--- src/rtl/c16_snd_pkg.sv ---
// Shared register-select codes, waveform codes and LFSR constants for the c16 sound unit.
package c16_snd_pkg;

  typedef enum logic [1:0] {
    P_PERIOD  = 2'd0,
    P_VOLWAVE = 2'd1,
    P_DUR     = 2'd2,
    P_CTRL    = 2'd3
  } param_e;

  typedef enum logic [1:0] {
    W_SQUARE     = 2'd0,
    W_PULSE      = 2'd1,
    W_NOISE      = 2'd2,
    W_SQUARE_ALT = 2'd3
  } wave_e;

  localparam logic [14:0] LFSR_SEED = 15'h0001;
  // Feedback from bits 14 and 13 gives the x^15 + x^14 + 1 polynomial.
  localparam logic [14:0] LFSR_TAPS = 15'h6000;

  function automatic logic [14:0] lfsr_adv(input logic [14:0] s);
    return {s[13:0], ^(s & LFSR_TAPS)};
  endfunction

  function automatic logic wave_level(input logic [1:0] wave, input logic [1:0] step,
                                      input logic noise_bit);
    case (wave)
      W_PULSE: return (step == 2'd3);
      W_NOISE: return noise_bit;
      default: return step[0];
    endcase
  endfunction

endpackage

--- src/rtl/c16_snd_if.sv ---
// CPU-side sound write port: one-cycle strobe with register select, channel index and data.
interface c16_snd_if;
  logic        snd_wen;
  logic [1:0]  w_param;
  logic [10:0] w_index;
  logic [15:0] w_val;

  modport master (output snd_wen, w_param, w_index, w_val);
  modport slave  (input  snd_wen, w_param, w_index, w_val);
endinterface

--- src/rtl/c16_snd_channel.sv ---
// One tone channel: config registers, phase/step generator, noise LFSR and duration timer.
module c16_snd_channel
  import c16_snd_pkg::*;
(
  input  logic        clk,
  input  logic        resetn,
  input  logic        wr,
  input  param_e      param,
  input  logic [15:0] wdata,
  input  logic        tone_stb,
  input  logic        tick_stb,
  output logic        level,
  output logic        active,
  output logic        done,
  output logic [3:0]  vol
);

  logic [15:0] period, dur, phase_cnt, dur_cnt;
  logic [1:0]  wave, step;
  logic [14:0] lfsr, lfsr_nxt;
  logic        start, stop;

  assign lfsr_nxt = lfsr_adv(lfsr);
  assign start    = wr && (param == P_CTRL) && wdata[0] && !wdata[1];
  assign stop     = wr && (param == P_CTRL) && wdata[1];

  always_ff @(posedge clk or negedge resetn) begin
    if (!resetn) begin
      period    <= '0;
      dur       <= '0;
      phase_cnt <= '0;
      dur_cnt   <= '0;
      wave      <= '0;
      step      <= '0;
      vol       <= '0;
      lfsr      <= LFSR_SEED;
      level     <= 1'b0;
      active    <= 1'b0;
      done      <= 1'b0;
    end else begin
      done <= 1'b0;
      if (wr && param == P_PERIOD) period <= wdata;
      if (wr && param == P_VOLWAVE) begin
        vol  <= wdata[3:0];
        wave <= wdata[5:4];
      end
      if (wr && param == P_DUR) dur <= wdata;

      if (tone_stb && active) begin
        if (period == '0) begin
          level <= 1'b0;
        end else if (phase_cnt != '0) begin
          phase_cnt <= phase_cnt - 16'd1;
        end else begin
          phase_cnt <= period - 16'd1;
          step      <= step + 2'd1;
          lfsr      <= lfsr_nxt;
          level     <= wave_level(wave, step + 2'd1, lfsr_nxt[0]);
        end
      end

      // dur_cnt==0 with an active channel means the note was started untimed.
      if (tick_stb && active && dur != '0 && dur_cnt != '0) begin
        dur_cnt <= dur_cnt - 16'd1;
        if (dur_cnt == 16'd1) begin
          active <= 1'b0;
          level  <= 1'b0;
          done   <= 1'b1;
        end
      end

      if (start) begin
        active    <= 1'b1;
        phase_cnt <= '0;
        step      <= '0;
        dur_cnt   <= dur;
      end
      if (stop) begin
        active <= 1'b0;
        level  <= 1'b0;
      end
    end
  end

endmodule

--- src/rtl/c16_snd.sv ---
// Sound unit top: write decode, tone/tick strobe down-counters, four channels and the mixer.
module c16_snd
  import c16_snd_pkg::*;
#(
  parameter int NUM_CH   = 4,
  parameter int CLK_DIV  = 16,
  parameter int TICK_DIV = 50000,
  parameter int OUT_W    = 8
) (
  input  logic              clk,
  input  logic              resetn,
  c16_snd_if.slave          bus,
  output logic [OUT_W-1:0]  sample,
  output logic              sample_valid,
  output logic [NUM_CH-1:0] ch_active,
  output logic [NUM_CH-1:0] done
);

  localparam int CW = $clog2(CLK_DIV);
  localparam int TW = $clog2(TICK_DIV);
  localparam int MW = 6;
  localparam logic [CW-1:0] TONE_LAST = CW'(CLK_DIV - 1);
  localparam logic [TW-1:0] TICK_LAST = TW'(TICK_DIV - 1);

  logic [CW-1:0]     tone_cnt;
  logic [TW-1:0]     tick_cnt;
  logic              tone_stb, tick_stb, stb_d, wr_ok;
  logic [NUM_CH-1:0] level, active;
  logic [3:0]        vol [NUM_CH];
  logic [MW-1:0]     mix_sum;

  assign tone_stb = (tone_cnt == '0);
  assign tick_stb = (tick_cnt == '0);
  assign wr_ok    = bus.snd_wen && (bus.w_index[10:2] == 9'd0);

  always_ff @(posedge clk or negedge resetn) begin
    if (!resetn) begin
      tone_cnt <= '0;
      tick_cnt <= '0;
    end else begin
      tone_cnt <= tone_stb ? TONE_LAST : tone_cnt - 1'b1;
      tick_cnt <= tick_stb ? TICK_LAST : tick_cnt - 1'b1;
    end
  end

  for (genvar c = 0; c < NUM_CH; c++) begin : g_ch
    c16_snd_channel u_ch (
      .clk      (clk),
      .resetn   (resetn),
      .wr       (wr_ok && (bus.w_index[1:0] == 2'(c))),
      .param    (param_e'(bus.w_param)),
      .wdata    (bus.w_val),
      .tone_stb (tone_stb),
      .tick_stb (tick_stb),
      .level    (level[c]),
      .active   (active[c]),
      .done     (done[c]),
      .vol      (vol[c])
    );
  end

  always_comb begin
    mix_sum = '0;
    for (int c = 0; c < NUM_CH; c++) begin
      if (active[c] && level[c]) mix_sum = mix_sum + MW'(vol[c]);
    end
  end

  // Mix one cycle after the strobe so the sum sees the levels that strobe produced.
  always_ff @(posedge clk or negedge resetn) begin
    if (!resetn) begin
      stb_d        <= 1'b0;
      sample       <= '0;
      sample_valid <= 1'b0;
    end else begin
      stb_d        <= tone_stb;
      sample_valid <= stb_d;
      if (stb_d) sample <= OUT_W'(mix_sum);
    end
  end

  assign ch_active = active;

endmodule

--- src/flat_wrapper.sv ---
// flat-port wrapper written by rule: the top's interface ports become plain ports
module c16_snd_flat import c16_snd_pkg::*;
#(
  parameter int NUM_CH   = 4,
  parameter int CLK_DIV  = 16,
  parameter int TICK_DIV = 50000,
  parameter int OUT_W    = 8
)
  (clk, resetn, sample, sample_valid, ch_active, done, bus_snd_wen, bus_w_param, bus_w_index, bus_w_val);
  c16_snd_if bus_i ();
  input  logic clk;
  input  logic resetn;
  output logic [OUT_W-1:0] sample;
  output logic sample_valid;
  output logic [NUM_CH-1:0] ch_active;
  output logic [NUM_CH-1:0] done;
  input wire logic [$bits(bus_i.snd_wen)-1:0] bus_snd_wen;
  input wire logic [$bits(bus_i.w_param)-1:0] bus_w_param;
  input wire logic [$bits(bus_i.w_index)-1:0] bus_w_index;
  input wire logic [$bits(bus_i.w_val)-1:0] bus_w_val;
  assign bus_i.snd_wen = bus_snd_wen;
  assign bus_i.w_param = bus_w_param;
  assign bus_i.w_index = bus_w_index;
  assign bus_i.w_val = bus_w_val;
  c16_snd #(.NUM_CH(NUM_CH), .CLK_DIV(CLK_DIV), .TICK_DIV(TICK_DIV), .OUT_W(OUT_W)) u_core (.clk(clk), .resetn(resetn), .bus(bus_i), .sample(sample), .sample_valid(sample_valid), .ch_active(ch_active), .done(done));
endmodule
--- config.mk ---
export PLATFORM = sky130hd
export DESIGN_NAME = c16_snd_flat
export DESIGN_NICKNAME = d
export VERILOG_FILES = /design/src/rtl/c16_snd_pkg.sv /design/src/rtl/c16_snd_if.sv /design/src/rtl/c16_snd_channel.sv /design/src/rtl/c16_snd.sv /design/src/flat_wrapper.sv
export SDC_FILE = /design/constraint.sdc
export NUM_CORES = 1
export LEC_CHECK = 0
export ABC_AREA = 0
export ABC_CLOCK_PERIOD_IN_PS = 7110
export CAP_MARGIN = 20
export CORE_UTILIZATION = 45
export DETAILED_ROUTE_END_ITERATION = 8
export GPL_TIMING_DRIVEN = 0
export HOLD_SLACK_MARGIN = 0.05
export PLACE_DENSITY_LB_ADDON = 0.12
export SYNTH_ARGS = -nofsm -noshare
export SYNTH_HDL_FRONTEND = slang
export SYNTH_SLANG_ARGS = --single-unit
--- constraint.sdc ---
create_clock -name clk -period 7.11 [get_ports clk]
set_clock_uncertainty 0.1 [all_clocks]
set_input_delay 0.711 -clock clk [delete_from_list [all_inputs] [get_ports clk]]
set_output_delay 0.711 -clock clk [all_outputs]
set_load 0.005 [all_outputs]
==> results of run 1 <==
==> stage by stage <==
step	worst slack (ps)	util (%)
after floorplan	3303	-
after global placement	-12060	48.51
after detailed placement	2551	48.72
after CTS	2503	52.00
after global routing	2075	52.00
final	2502	52.00
==> power by group through the flow <==
stage | registers, mW | clock network (mW) | logic, mW
after floorplan | 2.25 | 0 | 0.0192
after global placement | 2.26 | 0 | 0.113
after detailed placement | 2.25 | 0 | 0.121
after CTS | 2.21 | 2.34 | 0.121
after global routing | 2.21 | 2.43 | 0.130
final | 2.21 | 2.27 | 0.117
==> repair_timing <==
action                                  4_1_cts  5_1_grt
hold buffers                                  1        0
hold endpoints to repair                     36        0
endpoints found under the setup margin        0        0
==> state kept, by name, summed over array words and instances (netlist names) <==
name and flops:
u_core.g_ch.u_ch.active 4, u_core.sample 6, u_core.g_ch.u_ch.done 4, u_core.g_ch.u_ch.level 4
u_core.g_ch.u_ch.dur 64, u_core.tick_cnt 16, u_core.tone_cnt 4, u_core.g_ch.u_ch.phase_cnt 64
u_core.g_ch.u_ch.period 64, u_core.g_ch.u_ch.vol 16, u_core.g_ch.u_ch.lfsr 60, u_core.g_ch.u_ch.dur_cnt 64
u_core.sample_valid 1, u_core.stb_d 1, u_core.g_ch.u_ch.step 8, u_core.g_ch.u_ch.wave 8
==> area by class of cell <==
class	count	share of cell area, %
Antenna cell	1	0.01083
Multi-Input combinational cell	1455	43.36
Sequential cell	388	42.06
Buffer	90	1.972
Timing Repair Buffer	49	2.351
Inverter	48	0.7801
Clock inverter	16	0.7421
Clock buffer	64	5.520
Tap cell	592	3.207
==> metal layers <==
layer / share of wire, % / vias up
li1: - / 7439
met3: 5.9 / 110
met5: 0.094 / -
met1: 46 / 7848
met2: 45 / 422
met4: 2.8 / 8
==> cell families after synthesis <==
kind of cell             share of synthesized area (%)
AND/OR/NAND/NOR                                  18.38
flip-flops                                       47.71
AO/OA/AOI/OAI                                    12.09
multiplexers                                     12.27
buffers and inverters                            3.122
XOR/XNOR                                         3.613
adder cells (fa/ha/maj)                          2.790
other                                          0.01842
==> worst max-delay path by stage <==
stage / endpoint / cells after the start
floorplan: u_core.sample[4] / 20
global placement: u_core.g_ch[0].u_ch.period[12] / 1
detailed placement: u_core.sample[4] / 20
CTS: u_core.sample[4] / 20
global route: u_core.sample[4] / 20
finish: u_core.sample[4] / 20
==> worst max-delay path: cells and delay by family (launching register included) <==
family | cells | cell delay (ps)
simple gates | 4 | 460
buf+inv | 3 | 260
flops | 1 | 570
fa+ha+maj | 4 | 1280
compound gates | 5 | 1140
mux | 1 | 270
xor+xnor | 3 | 390
==> synth_stat cells, types with 8 or more instances <==
library cell,count,area (um^2)
a22oi_1,13,97.59
or4_1,24,180.2
mux2_2,197,2218
and3_1,25,156.4
dfrtp_1,384,9609
buf_4,17,127.6
nor2_1,151,566.8
inv_1,48,180.2
and4_1,10,87.58
a211oi_1,16,120.1
mux2i_1,28,280.3
o21ai_0,119,595.6
a21oi_1,84,420.4
nand3_1,46,230.2
nor3_1,56,280.3
nor3b_1,8,60.06
a21o_1,19,142.6
nand4b_1,13,113.9
xnor2_1,30,262.8
or2_2,15,93.84
xor2_1,54,473.0
o211ai_1,11,82.58
buf_2,18,90.09
nand2b_1,17,106.4
a31oi_1,21,131.4
o31ai_1,9,67.56
nand2_1,192,720.7
ha_1,39,488.0
clkbuf_1,46,172.7
o22ai_1,19,118.9
nand4_1,28,175.2
or3_1,29,181.4
nor4_1,44,275.3
==> impl_metrics.xml, run 1 <==
<?xml version="1.0" encoding="UTF-8"?>
<metrics>
  <group name="cells_and_area">
    <metric name="multi_input_logic_area" unit="um^2">10010</metric>
    <metric name="drive_above_1_share" unit="%">17.39</metric>
    <metric name="area_growth_syn_to_layout" unit="%">13.44</metric>
    <metric name="final_common_cell" unit="">dfrtp_1</metric>
    <metric name="layout_common_cells" unit="">384 x dfrtp_1, 197 x mux2_2, 192 x nand2_1, 151 x nor2_1, 119 x o21ai_0</metric>
    <metric name="area_taken_by_flip_flops_and_latches" unit="um^2">9714</metric>
    <metric name="fill_count" unit="">4005</metric>
    <metric name="fin_area" unit="um^2">23100</metric>
    <metric name="finish.net_count" unit="">2149</metric>
    <metric name="final_cells" unit="">2703</metric>
  </group>
  <group name="cts">
    <metric name="clock_insertion_delay_worst_skew" unit="ps">580</metric>
    <metric name="cts-buffers-inserted" unit="">43</metric>
    <metric name="cts_tree" unit="">done</metric>
    <metric name="clock_sink_count" unit="">388</metric>
    <metric name="cts_resized" unit="">0</metric>
    <metric name="clock_tree.root_cell" unit="">clkbuf_16</metric>
    <metric name="ctsLongestPathBuffers" unit="">3</metric>
    <metric name="cts.reportedPaths.clkPinSlew" unit="ps">60</metric>
    <metric name="htree_levels" unit="">2</metric>
    <metric name="cts_setup_buffers" unit="">0</metric>
  </group>
  <group name="placed_design">
    <metric name="detailed_place_hpwl" unit="um">36720</metric>
    <metric name="routability_driven_placement_congestion_ratio" unit="">0.9318</metric>
    <metric name="buffer_ports.inserted" unit="">44</metric>
    <metric name="numPlacedInstances" unit="">2621</metric>
    <metric name="detailed_place.area" unit="um^2">21640</metric>
  </group>
  <group name="critical_path">
    <metric name="worstPathArrival" unit="ps">4960</metric>
    <metric name="regToRegSetupSlack" unit="ps">2500</metric>
    <metric name="setup.worst_path.start" unit="">u_core.g_ch[0].u_ch.active</metric>
    <metric name="worstPathCellList" unit="">and3_1 &gt; ha_1 &gt; inv_1 &gt; fa_1 &gt; nor2_1 &gt; a21oi_1 &gt; inv_1 &gt; ha_1 &gt; a21o_1 &gt; a21oi_1 &gt; xnor2_1 &gt; nand2_1 &gt; a21boi_0 &gt; inv_1 &gt; ha_1 &gt; a21oi_1 &gt; nor2_1 &gt; xnor2_1 &gt; xnor2_1 &gt; mux2_2</metric>
    <metric name="regToRegStartpoint" unit="">u_core.g_ch[0].u_ch.active</metric>
    <metric name="crit_slowest_cell" unit="">dfrtp_1</metric>
    <metric name="worst-r2r-cell-count" unit="">20</metric>
    <metric name="critical-path-max-stage-delay" unit="ps">570</metric>
    <metric name="critical_path_class" unit="">flip-flop to flip-flop</metric>
    <metric name="crit-reg2reg-capture" unit="">u_core.sample[4]</metric>
    <metric name="path_max_fanout" unit="">8</metric>
    <metric name="cp_data_required_time" unit="ps">7460</metric>
    <metric name="critical_path.endpoint_type" unit="">flip-flop</metric>
    <metric name="worst_setup_path_start_kind" unit="">flip-flop</metric>
  </group>
  <group name="pwr">
    <metric name="comb_power_share" unit="%">2.5</metric>
    <metric name="share_seq_of_total_power" unit="%">48.1</metric>
    <metric name="p_clk_share" unit="%">49.4</metric>
    <metric name="p_sw_share" unit="%">21.97</metric>
    <metric name="leakagePower" unit="nW">10.06</metric>
    <metric name="power.ir.vdd_worst" unit="mV">0.1696</metric>
    <metric name="power.internal" unit="mW">3.593</metric>
    <metric name="power.total" unit="mW">4.605</metric>
    <metric name="power_switching" unit="mW">1.012</metric>
    <metric name="power_density" unit="nW/um^2">199.4</metric>
  </group>
  <group name="synthesis">
    <metric name="syn_area_per_cell" unit="um^2">10.28</metric>
    <metric name="netlist_instances" unit="">1980</metric>
    <metric name="synth_edf_count" unit="">0</metric>
    <metric name="synthArstFlopShare" unit="%">100.0</metric>
    <metric name="synth_flop_cell" unit="">dfrtp_1</metric>
    <metric name="yosysSeqAreaShare" unit="%">47.71</metric>
    <metric name="ys_warn_count" unit="">0</metric>
    <metric name="area_of_the_mapped_netlist" unit="um^2">20360</metric>
    <metric name="ys_ff_latch" unit="">388</metric>
    <metric name="synth_cell_types" unit="">93</metric>
  </group>
  <group name="grt">
    <metric name="grt-ovfl-total" unit="">0</metric>
    <metric name="global_route_wire_length_before_repair" unit="um">87440</metric>
    <metric name="first_global_vias" unit="">15850</metric>
    <metric name="top_usage_layer" unit="">met2</metric>
    <metric name="use_met2" unit="%">37.26</metric>
    <metric name="gr-usage-met3" unit="%">4.218</metric>
    <metric name="grt_start_max_net_pins" unit="">121</metric>
    <metric name="grt_use_met1" unit="%">32.97</metric>
    <metric name="grt_antenna_before_repair" unit="">10</metric>
    <metric name="groute.usage.overall" unit="%">23.76</metric>
  </group>
  <group name="detailed_routing">
    <metric name="routed_wire_length_per_instance" unit="um">19.74</metric>
    <metric name="routed_via_density" unit="">5.855</metric>
    <metric name="postRouteWirelength" unit="um">53360</metric>
    <metric name="number_of_search_and_repair_iterations_in_the_first_detailed_routing_pass" unit="">5</metric>
    <metric name="vias" unit="">15830</metric>
    <metric name="routed_antenna_nets" unit="">0</metric>
    <metric name="drcViolationCount" unit="">0</metric>
    <metric name="dr.first_iter.drc_count" unit="">1139</metric>
  </group>
  <group name="floorplanning">
    <metric name="fp.dieW" unit="um">214.7</metric>
    <metric name="io_pins" unit="">49</metric>
    <metric name="initial_core_util" unit="%">45.84</metric>
    <metric name="design.die.area" unit="um^2">46100</metric>
    <metric name="placementRows" unit="">77</metric>
    <metric name="coreArea" unit="um^2">44410</metric>
    <metric name="die_h" unit="um">214.7</metric>
  </group>
  <group name="sta">
    <metric name="max_clock_freq" unit="MHz">217.0</metric>
    <metric name="tightestPinTransition" unit="ps">972.6</metric>
    <metric name="slew-limit-headroom" unit="%">34.92</metric>
    <metric name="slew_viol_final" unit="">0</metric>
    <metric name="finalHoldViolations" unit="">0</metric>
    <metric name="grt_setup_unrepaired" unit="">false</metric>
    <metric name="min_period" unit="ps">4608</metric>
    <metric name="fin_tns_setup" unit="ps">0</metric>
    <metric name="holdWs" unit="ps">327.1</metric>
    <metric name="min_period_over_period" unit="%">64.80</metric>
    <metric name="final_setup_viols" unit="">0</metric>
  </group>
  <group name="hold_path">
    <metric name="holdPathEnd" unit="">u_core.sample_valid</metric>
    <metric name="whs_path_depth" unit="">0</metric>
    <metric name="holdCritPathClass" unit="">flip-flop to flip-flop</metric>
    <metric name="hold_path_startpoint" unit="">u_core.stb_d</metric>
  </group>
  <group name="job">
    <metric name="maxCapViolations" unit="">0</metric>
  </group>
  <group name="outcome">
    <metric name="run_status" unit="">finished, final reports clean</metric>
  </group>
</metrics>
No activity file was read; power rests on OpenSTA's default activity.
==> run 2, diff against run 1 <==
--- a/config.mk
+++ b/config.mk
@@ -6,7 +6,7 @@
 export NUM_CORES = 1
 export LEC_CHECK = 0
 export ABC_AREA = 0
-export ABC_CLOCK_PERIOD_IN_PS = 7110
+export ABC_CLOCK_PERIOD_IN_PS = 4650
 export CAP_MARGIN = 20
 export CORE_UTILIZATION = 45
 export DETAILED_ROUTE_END_ITERATION = 8
==> constraint.sdc (replaced) <==
create_clock -name clk -period 4.65 [get_ports clk]
set_clock_uncertainty 0.1 [all_clocks]
set_input_delay 0.465 -clock clk [delete_from_list [all_inputs] [get_ports clk]]
set_output_delay 0.465 -clock clk [all_outputs]
set_load 0.005 [all_outputs]
==> run 2 against run 1 <==
  * Register-to-register slack got worse by 2100 ps
  * Routed wire length barely moved
  * Global-route usage did not move
  * Sequential power rose by 53%
  * Count of clock-buffer cells in the layout did not move
  * Critical path depth did not move
  * Critical endpoint unchanged
  * Largest cell class unchanged
==> impl_metrics.xml, run 2 (synthesized netlist as in run 1, its figures left out) <==
<?xml version="1.0" encoding="UTF-8"?>
<metrics>
  <group name="floorplanning">
    <metric name="die_h" unit="um">214.7</metric>
    <metric name="coreArea" unit="um^2">44410</metric>
    <metric name="initial_core_util" unit="%">45.84</metric>
    <metric name="design.die.area" unit="um^2">46100</metric>
    <metric name="io_pins" unit="">49</metric>
    <metric name="fp.dieW" unit="um">214.7</metric>
    <metric name="placementRows" unit="">77</metric>
  </group>
  <group name="critical_path">
    <metric name="crit_slowest_cell" unit="">fa_1</metric>
    <metric name="crit_cells" unit="">20</metric>
    <metric name="critical_path_class" unit="">flip-flop to flip-flop</metric>
    <metric name="timing.critical_path.max_delay_family" unit="">adder cells</metric>
    <metric name="cp_data_required_time" unit="ps">5000</metric>
    <metric name="crit-reg2reg-capture" unit="">u_core.sample[4]</metric>
    <metric name="regToRegStartpoint" unit="">u_core.g_ch[0].u_ch.active</metric>
    <metric name="critical-path-max-stage-delay" unit="ps">500</metric>
    <metric name="worstPathArrival" unit="ps">4640</metric>
    <metric name="timing.critical_path.to" unit="">u_core.sample[4]</metric>
    <metric name="worst_setup_path_start_kind" unit="">flip-flop</metric>
    <metric name="path_max_fanout" unit="">8</metric>
    <metric name="regToRegSetupSlack" unit="ps">360</metric>
    <metric name="worst-r2r-cell-count" unit="">20</metric>
    <metric name="setup.worst_path.start" unit="">u_core.g_ch[0].u_ch.active</metric>
    <metric name="critical_path.endpoint_type" unit="">flip-flop</metric>
    <metric name="worstPathCellList" unit="">and3_1 &gt; ha_1 &gt; inv_1 &gt; fa_1 &gt; nor2_1 &gt; a21oi_2 &gt; inv_1 &gt; ha_1 &gt; a21o_1 &gt; a21oi_1 &gt; xnor2_1 &gt; nand2_1 &gt; a21boi_1 &gt; inv_1 &gt; ha_1 &gt; a21oi_1 &gt; nor2_1 &gt; xnor2_1 &gt; xnor2_1 &gt; mux2_2</metric>
    <metric name="critical_path.n_buffers_inverters" unit="">3</metric>
  </group>
  <group name="cts">
    <metric name="htree_levels" unit="">2</metric>
    <metric name="clock_tree.root_cell" unit="">clkbuf_16</metric>
    <metric name="cts_tree" unit="">done</metric>
    <metric name="clock_insertion_delay_worst_skew" unit="ps">580</metric>
    <metric name="clock_sink_count" unit="">388</metric>
    <metric name="cts.reportedPaths.clkPinSlew" unit="ps">60</metric>
    <metric name="ctsLongestPathBuffers" unit="">3</metric>
    <metric name="cts-buffers-inserted" unit="">43</metric>
  </group>
  <group name="cells_and_area">
    <metric name="area_taken_by_flip_flops_and_latches" unit="um^2">9716</metric>
    <metric name="layout_common_cells" unit="">383 x dfrtp_1, 197 x mux2_2, 192 x nand2_1, 151 x nor2_1, 119 x o21ai_0</metric>
    <metric name="finish.net_count" unit="">2149</metric>
    <metric name="final_common_cell" unit="">dfrtp_1</metric>
    <metric name="area_growth_syn_to_layout" unit="%">13.46</metric>
    <metric name="drive_above_1_share" unit="%">17.49</metric>
    <metric name="fill_count" unit="">4004</metric>
    <metric name="fin_area" unit="um^2">23100</metric>
    <metric name="multi_input_logic_area" unit="um^2">10020</metric>
  </group>
  <group name="pwr">
    <metric name="p_clk_share" unit="%">49.4</metric>
    <metric name="leakagePower" unit="nW">10.06</metric>
    <metric name="power_density" unit="nW/um^2">304.7</metric>
    <metric name="power_switching" unit="mW">1.546</metric>
    <metric name="power.internal" unit="mW">5.494</metric>
    <metric name="comb_power_share" unit="%">2.5</metric>
    <metric name="power.ir.vdd_worst" unit="mV">0.2587</metric>
    <metric name="share_seq_of_total_power" unit="%">48.1</metric>
    <metric name="p_sw_share" unit="%">21.97</metric>
  </group>
  <group name="grt">
    <metric name="grt-ovfl-total" unit="">0</metric>
    <metric name="groute.usage.overall" unit="%">23.76</metric>
    <metric name="first_global_vias" unit="">15850</metric>
    <metric name="grt_antenna_before_repair" unit="">10</metric>
    <metric name="grt_start_max_net_pins" unit="">121</metric>
    <metric name="global_route_wire_length_before_repair" unit="um">87440</metric>
  </group>
  <group name="detailed_routing">
    <metric name="routed_antenna_nets" unit="">0</metric>
    <metric name="dr.first_iter.drc_count" unit="">1139</metric>
    <metric name="number_of_search_and_repair_iterations_in_the_first_detailed_routing_pass" unit="">5</metric>
    <metric name="drcViolationCount" unit="">0</metric>
    <metric name="vias" unit="">15840</metric>
    <metric name="postRouteWirelength" unit="um">53350</metric>
    <metric name="routed_wire_length_per_instance" unit="um">19.74</metric>
    <metric name="routed_via_density" unit="">5.861</metric>
  </group>
  <group name="sta">
    <metric name="fin_tns_setup" unit="ps">0</metric>
    <metric name="final_setup_viols" unit="">0</metric>
    <metric name="min_period_over_period" unit="%">92.28</metric>
    <metric name="grt_setup_unrepaired" unit="">false</metric>
    <metric name="tightestPinTransition" unit="ps">969.9</metric>
    <metric name="max_clock_freq" unit="MHz">233.0</metric>
    <metric name="min_period" unit="ps">4291</metric>
    <metric name="finalHoldViolations" unit="">0</metric>
    <metric name="slew_viol_final" unit="">0</metric>
    <metric name="worst_setup_margin" unit="ps">358.8</metric>
    <metric name="slew-limit-headroom" unit="%">35.10</metric>
  </group>
  <group name="placed_design">
    <metric name="detailedPlace.worstSlack" unit="ps">90.68</metric>
    <metric name="routability_driven_placement_congestion_ratio" unit="">0.9318</metric>
    <metric name="detailed_place.area" unit="um^2">21640</metric>
    <metric name="buffer_ports.inserted" unit="">44</metric>
    <metric name="detailed_place_hpwl" unit="um">36720</metric>
  </group>
  <group name="job">
    <metric name="maxCapViolations" unit="">0</metric>
  </group>
  <group name="hold_path">
    <metric name="holdCritPathClass" unit="">flip-flop to flip-flop</metric>
    <metric name="hold_path_startpoint" unit="">u_core.stb_d</metric>
  </group>
  <group name="outcome">
    <metric name="run_status" unit="">finished, final reports clean</metric>
  </group>
</metrics>
## run 2: metal layers
| layer | share of wire (%) | vias to the layer above | wire length (um) | GRT usage (%) |
|---|---|---|---|---|
| li1 | - | 7437 | - | - |
| met1 | 46 | 7864 | 24630 | 32.97 |
| met3 | 5.9 | 110 | 3147 | 4.218 |
| met2 | 45 | 424 | 23960 | 37.26 |
| met5 | 0.094 | - | 50 | 0 |
| met4 | 2.9 | 8 | 1562 | 8.595 |
## run 2: worst min path at each step
stage | endpoint | slack, ps | cells after the start
finish | u_core.sample_valid | 330 | 0
detailed placement | u_core.sample_valid | 320 | 0
global route | u_core.sample_valid | 340 | 0
CTS | u_core.sample_valid | 330 | 0
global placement | u_core.sample_valid | 310 | 0
floorplan | u_core.g_ch[0].u_ch.active | 70 | 0
## run 2: metrics by stage
step	utilization, %	total power, mW	cells	hold slack (ps)
after floorplan	-	3.476	1981	69.41
after global placement	48.51	3.626	2617	310.4
after detailed placement	48.72	3.632	2621	319.1
after CTS	52.00	7.151	2702	325.9
after global routing	52.01	7.296	2702	344.6
final	52.02	7.040	2703	327.0
## run 2: power groups by stage
stage	Clock (mW)	Sequential, mW	Combinational (mW)
finish	3.48	3.39	0.178
global placement	0	3.45	0.173
floorplan	0	3.45	0.0293
CTS	3.58	3.39	0.186
global route	3.71	3.38	0.199
detailed placement	0	3.45	0.185
## run 2: worst reg2reg max path: stages (launching register included)
cell and delay [ps]:
dfrtp_2 490, and3_1 250, ha_1 190, inv_1 60
fa_1 500, nor2_1 50, a21oi_2 180, inv_1 70
ha_1 270, a21o_1 200, a21oi_1 230, xnor2_1 110
nand2_1 80, a21boi_1 250, inv_1 100, ha_1 300
a21oi_1 130, nor2_1 60, xnor2_1 140, xnor2_1 140
mux2_2 270
## run 2: timing repair
action | 4_1_cts | 5_1_grt
endpoints found under the setup margin | 0 | 2
hold buffers | 1 | 0
gates resized for setup | 0 | 3
buffers inserted | 0 | 0
hold endpoints to repair | 76 | 0
## run 2: cell type report
cell class / count / share of cell area (%)
Multi-Input combinational cell: 1455 / 43.37
Clock inverter: 16 / 0.7420
Timing Repair Buffer: 49 / 2.351
Tap cell: 592 / 3.206
Clock buffer: 64 / 5.519
Antenna cell: 1 / 0.01083
Buffer: 90 / 1.971
Inverter: 48 / 0.7799
Sequential cell: 388 / 42.05
==> run 3, diff against run 2 <==
--- a/config.mk
+++ b/config.mk
@@ -8,7 +8,7 @@
 export ABC_AREA = 0
 export ABC_CLOCK_PERIOD_IN_PS = 4650
 export CAP_MARGIN = 20
-export CORE_UTILIZATION = 45
+export CORE_UTILIZATION = 50
 export DETAILED_ROUTE_END_ITERATION = 8
 export GPL_TIMING_DRIVEN = 0
 export HOLD_SLACK_MARGIN = 0.05
==> run 3 against run 2 <==
  * Combinational power is essentially flat
  * Register-to-register slack hardly changed
  * Count of clock-buffer cells in the layout decreased by 6
  * Sequential share of layout area is essentially flat
  * Routed wire length decreased by 1.3%
  * Highest routed layer unchanged
==> impl_metrics.xml, run 3 (synthesized netlist as in run 1, its figures left out) <==
<?xml version="1.0" encoding="UTF-8"?>
<metrics>
  <group name="placed_design">
    <metric name="detailed_place_hpwl" unit="um">35990</metric>
    <metric name="numPlacedInstances" unit="">2554</metric>
    <metric name="buffer_ports.inserted" unit="">44</metric>
    <metric name="detailed_place.area" unit="um^2">21550</metric>
    <metric name="routability_driven_placement_congestion_ratio" unit="">0.9253</metric>
  </group>
  <group name="pwr">
    <metric name="leakagePower" unit="nW">10.08</metric>
    <metric name="power_density" unit="nW/um^2">310.8</metric>
    <metric name="power.ir.vdd_worst" unit="mV">0.2573</metric>
  </group>
  <group name="detailed_routing">
    <metric name="dr.first_iter.drc_count" unit="">1135</metric>
    <metric name="number_of_search_and_repair_iterations_in_the_first_detailed_routing_pass" unit="">5</metric>
    <metric name="routed_via_density" unit="">6.039</metric>
    <metric name="routed_antenna_nets" unit="">0</metric>
    <metric name="drcViolationCount" unit="">0</metric>
    <metric name="postRouteWirelength" unit="um">52650</metric>
    <metric name="routed_wire_length_per_instance" unit="um">20.00</metric>
    <metric name="vias" unit="">15900</metric>
  </group>
  <group name="cts">
    <metric name="clock_insertion_delay_worst_skew" unit="ps">570</metric>
    <metric name="ctsLongestPathBuffers" unit="">3</metric>
    <metric name="cts.reportedPaths.clkPinSlew" unit="ps">60</metric>
    <metric name="cts_tree" unit="">done</metric>
    <metric name="clock_tree.root_cell" unit="">clkbuf_16</metric>
    <metric name="cts_setup_buffers" unit="">0</metric>
    <metric name="cts-buffers-inserted" unit="">43</metric>
    <metric name="htree_levels" unit="">2</metric>
    <metric name="clock_sink_count" unit="">388</metric>
  </group>
  <group name="cells_and_area">
    <metric name="area_growth_syn_to_layout" unit="%">13.35</metric>
    <metric name="layout_common_cells" unit="">383 x dfrtp_1, 197 x mux2_2, 192 x nand2_1, 151 x nor2_1, 119 x o21ai_0</metric>
    <metric name="fill_count" unit="">3478</metric>
    <metric name="drive_above_1_share" unit="%">17.57</metric>
    <metric name="area_taken_by_flip_flops_and_latches" unit="um^2">9716</metric>
    <metric name="final_cells" unit="">2633</metric>
    <metric name="final_common_cell" unit="">dfrtp_1</metric>
    <metric name="multi_input_logic_area" unit="um^2">10010</metric>
    <metric name="finish.net_count" unit="">2149</metric>
    <metric name="fin_area" unit="um^2">23080</metric>
  </group>
  <group name="grt">
    <metric name="grt_antenna_before_repair" unit="">4</metric>
    <metric name="global_route_wire_length_before_repair" unit="um">85440</metric>
    <metric name="groute.usage.overall" unit="%">26.07</metric>
    <metric name="first_global_vias" unit="">15690</metric>
    <metric name="grt_start_max_net_pins" unit="">122</metric>
    <metric name="grt-ovfl-total" unit="">0</metric>
  </group>
  <group name="critical_path">
    <metric name="path_max_fanout" unit="">8</metric>
    <metric name="crit_slowest_cell" unit="">fa_1</metric>
    <metric name="critical_path.endpoint_type" unit="">flip-flop</metric>
    <metric name="critical_path.n_buffers_inverters" unit="">3</metric>
    <metric name="cp_data_required_time" unit="ps">5000</metric>
    <metric name="critical-path-max-stage-delay" unit="ps">500</metric>
    <metric name="critical_path_class" unit="">flip-flop to flip-flop</metric>
    <metric name="worstPathCellList" unit="">and3_1 &gt; ha_1 &gt; inv_1 &gt; fa_1 &gt; nor2_1 &gt; a21oi_1 &gt; inv_1 &gt; ha_1 &gt; a21o_1 &gt; a21oi_1 &gt; xnor2_1 &gt; nand2_1 &gt; a21boi_1 &gt; inv_1 &gt; ha_1 &gt; a21oi_1 &gt; nor2_1 &gt; xnor2_1 &gt; xnor2_1 &gt; mux2_2</metric>
    <metric name="worstPathArrival" unit="ps">4640</metric>
    <metric name="timing.critical_path.max_delay_family" unit="">adder cells</metric>
    <metric name="worst_setup_path_start_kind" unit="">flip-flop</metric>
  </group>
  <group name="sta">
    <metric name="final_setup_viols" unit="">0</metric>
    <metric name="grt_setup_unrepaired" unit="">false</metric>
    <metric name="tightestPinTransition" unit="ps">1014</metric>
    <metric name="slew_viol_final" unit="">0</metric>
    <metric name="min_period_over_period" unit="%">92.33</metric>
    <metric name="min_period" unit="ps">4293</metric>
    <metric name="max_clock_freq" unit="MHz">232.9</metric>
    <metric name="finalHoldViolations" unit="">0</metric>
    <metric name="slew-limit-headroom" unit="%">31.77</metric>
  </group>
  <group name="floorplanning">
    <metric name="io_pins" unit="">49</metric>
    <metric name="design.die.area" unit="um^2">41530</metric>
    <metric name="initial_core_util" unit="%">51.01</metric>
    <metric name="coreArea" unit="um^2">39910</metric>
    <metric name="die_h" unit="um">203.8</metric>
    <metric name="fp.dieW" unit="um">203.8</metric>
    <metric name="placementRows" unit="">73</metric>
  </group>
  <group name="outcome">
    <metric name="run_status" unit="">finished, final reports clean</metric>
  </group>
  <group name="job">
    <metric name="maxCapViolations" unit="">0</metric>
  </group>
  <group name="hold_path">
    <metric name="holdCritPathClass" unit="">primary input to async pin</metric>
  </group>
</metrics>
==> run 3: cell types whose count changed in the layout (fill, tap and decap cells not counted), sizes merged <==
cell / previous run / this run
clkinv: 8 / 9
clkbuf: 111 / 105
bufinv: 3 / 5
diode: 1 / 2
clkinvlp: 2 / 4
inv: 51 / 48
==> run 3: timing repair <==
action | 4_1_cts | 5_1_grt
endpoints found under the setup margin | 0 | 2
endpoints found under the hold margin | 49 | 0
gates resized for setup | 0 | 2
hold buffers | 1 | 0
==> run 3: path summary, 6_finish.rpt <==
check,startpoint,slack [ps],to,cells past startpoint
min,resetn,290,u_core.g_ch[3].u_ch.lfsr[6],2
max reg2reg,u_core.g_ch[0].u_ch.active,360,u_core.sample[4],20
min in group clk,u_core.stb_d,320,u_core.sample_valid,0
min reg2reg,u_core.stb_d,320,u_core.sample_valid,0
max in group asynchronous,resetn,2610,u_core.g_ch[0].u_ch.period[10],4
max,u_core.g_ch[0].u_ch.active,360,u_core.sample[4],20
==> run 3: layer usage <==
layer / GRT usage (%) / wire length [um]
met1: 36.37 / 24270
met2: 41.91 / 24420
met3: 3.260 / 2632
met4: 8.915 / 1313
met5: 0 / 13
==> run 3: per-stage QoR <==
step / TNS (ps) / utilization, % / hold slack [ps] / power (mW) / setup slack (ps)
after global routing: 0 / 57.81 / 330.5 / 7.409 / 20.85
after floorplan: 0 / - / 69.41 / 3.476 / 843.4
after CTS: 0 / 57.80 / 300.5 / 7.260 / 163.9
final: 0 / 57.82 / 294.0 / 7.173 / 356.5
after detailed placement: 0 / 54.00 / 302.3 / 3.628 / 176.9
after global placement: -5417780 / 53.77 / 305.9 / 3.623 / -14090
==> run 3: power by group <==
| group | internal, mW | total [mW] | switching (mW) |
|---|---|---|---|
| registers | 3.38 | 3.39 | 0.00483 |
| logic | 0.0438 | 0.177 | 0.133 |
| clock network | 2.20 | 3.61 | 1.41 |
==> run 3: layout make-up <==
cell class	count	share of cell area, %
Multi-Input combinational cell	1455	43.39
Sequential cell	388	42.10
Clock buffer	58	5.525
Tap cell	525	2.846
Timing Repair Buffer	49	2.353
Buffer	90	1.973
Clock inverter	18	1.008
Inverter	48	0.7807
Antenna cell	2	0.02169
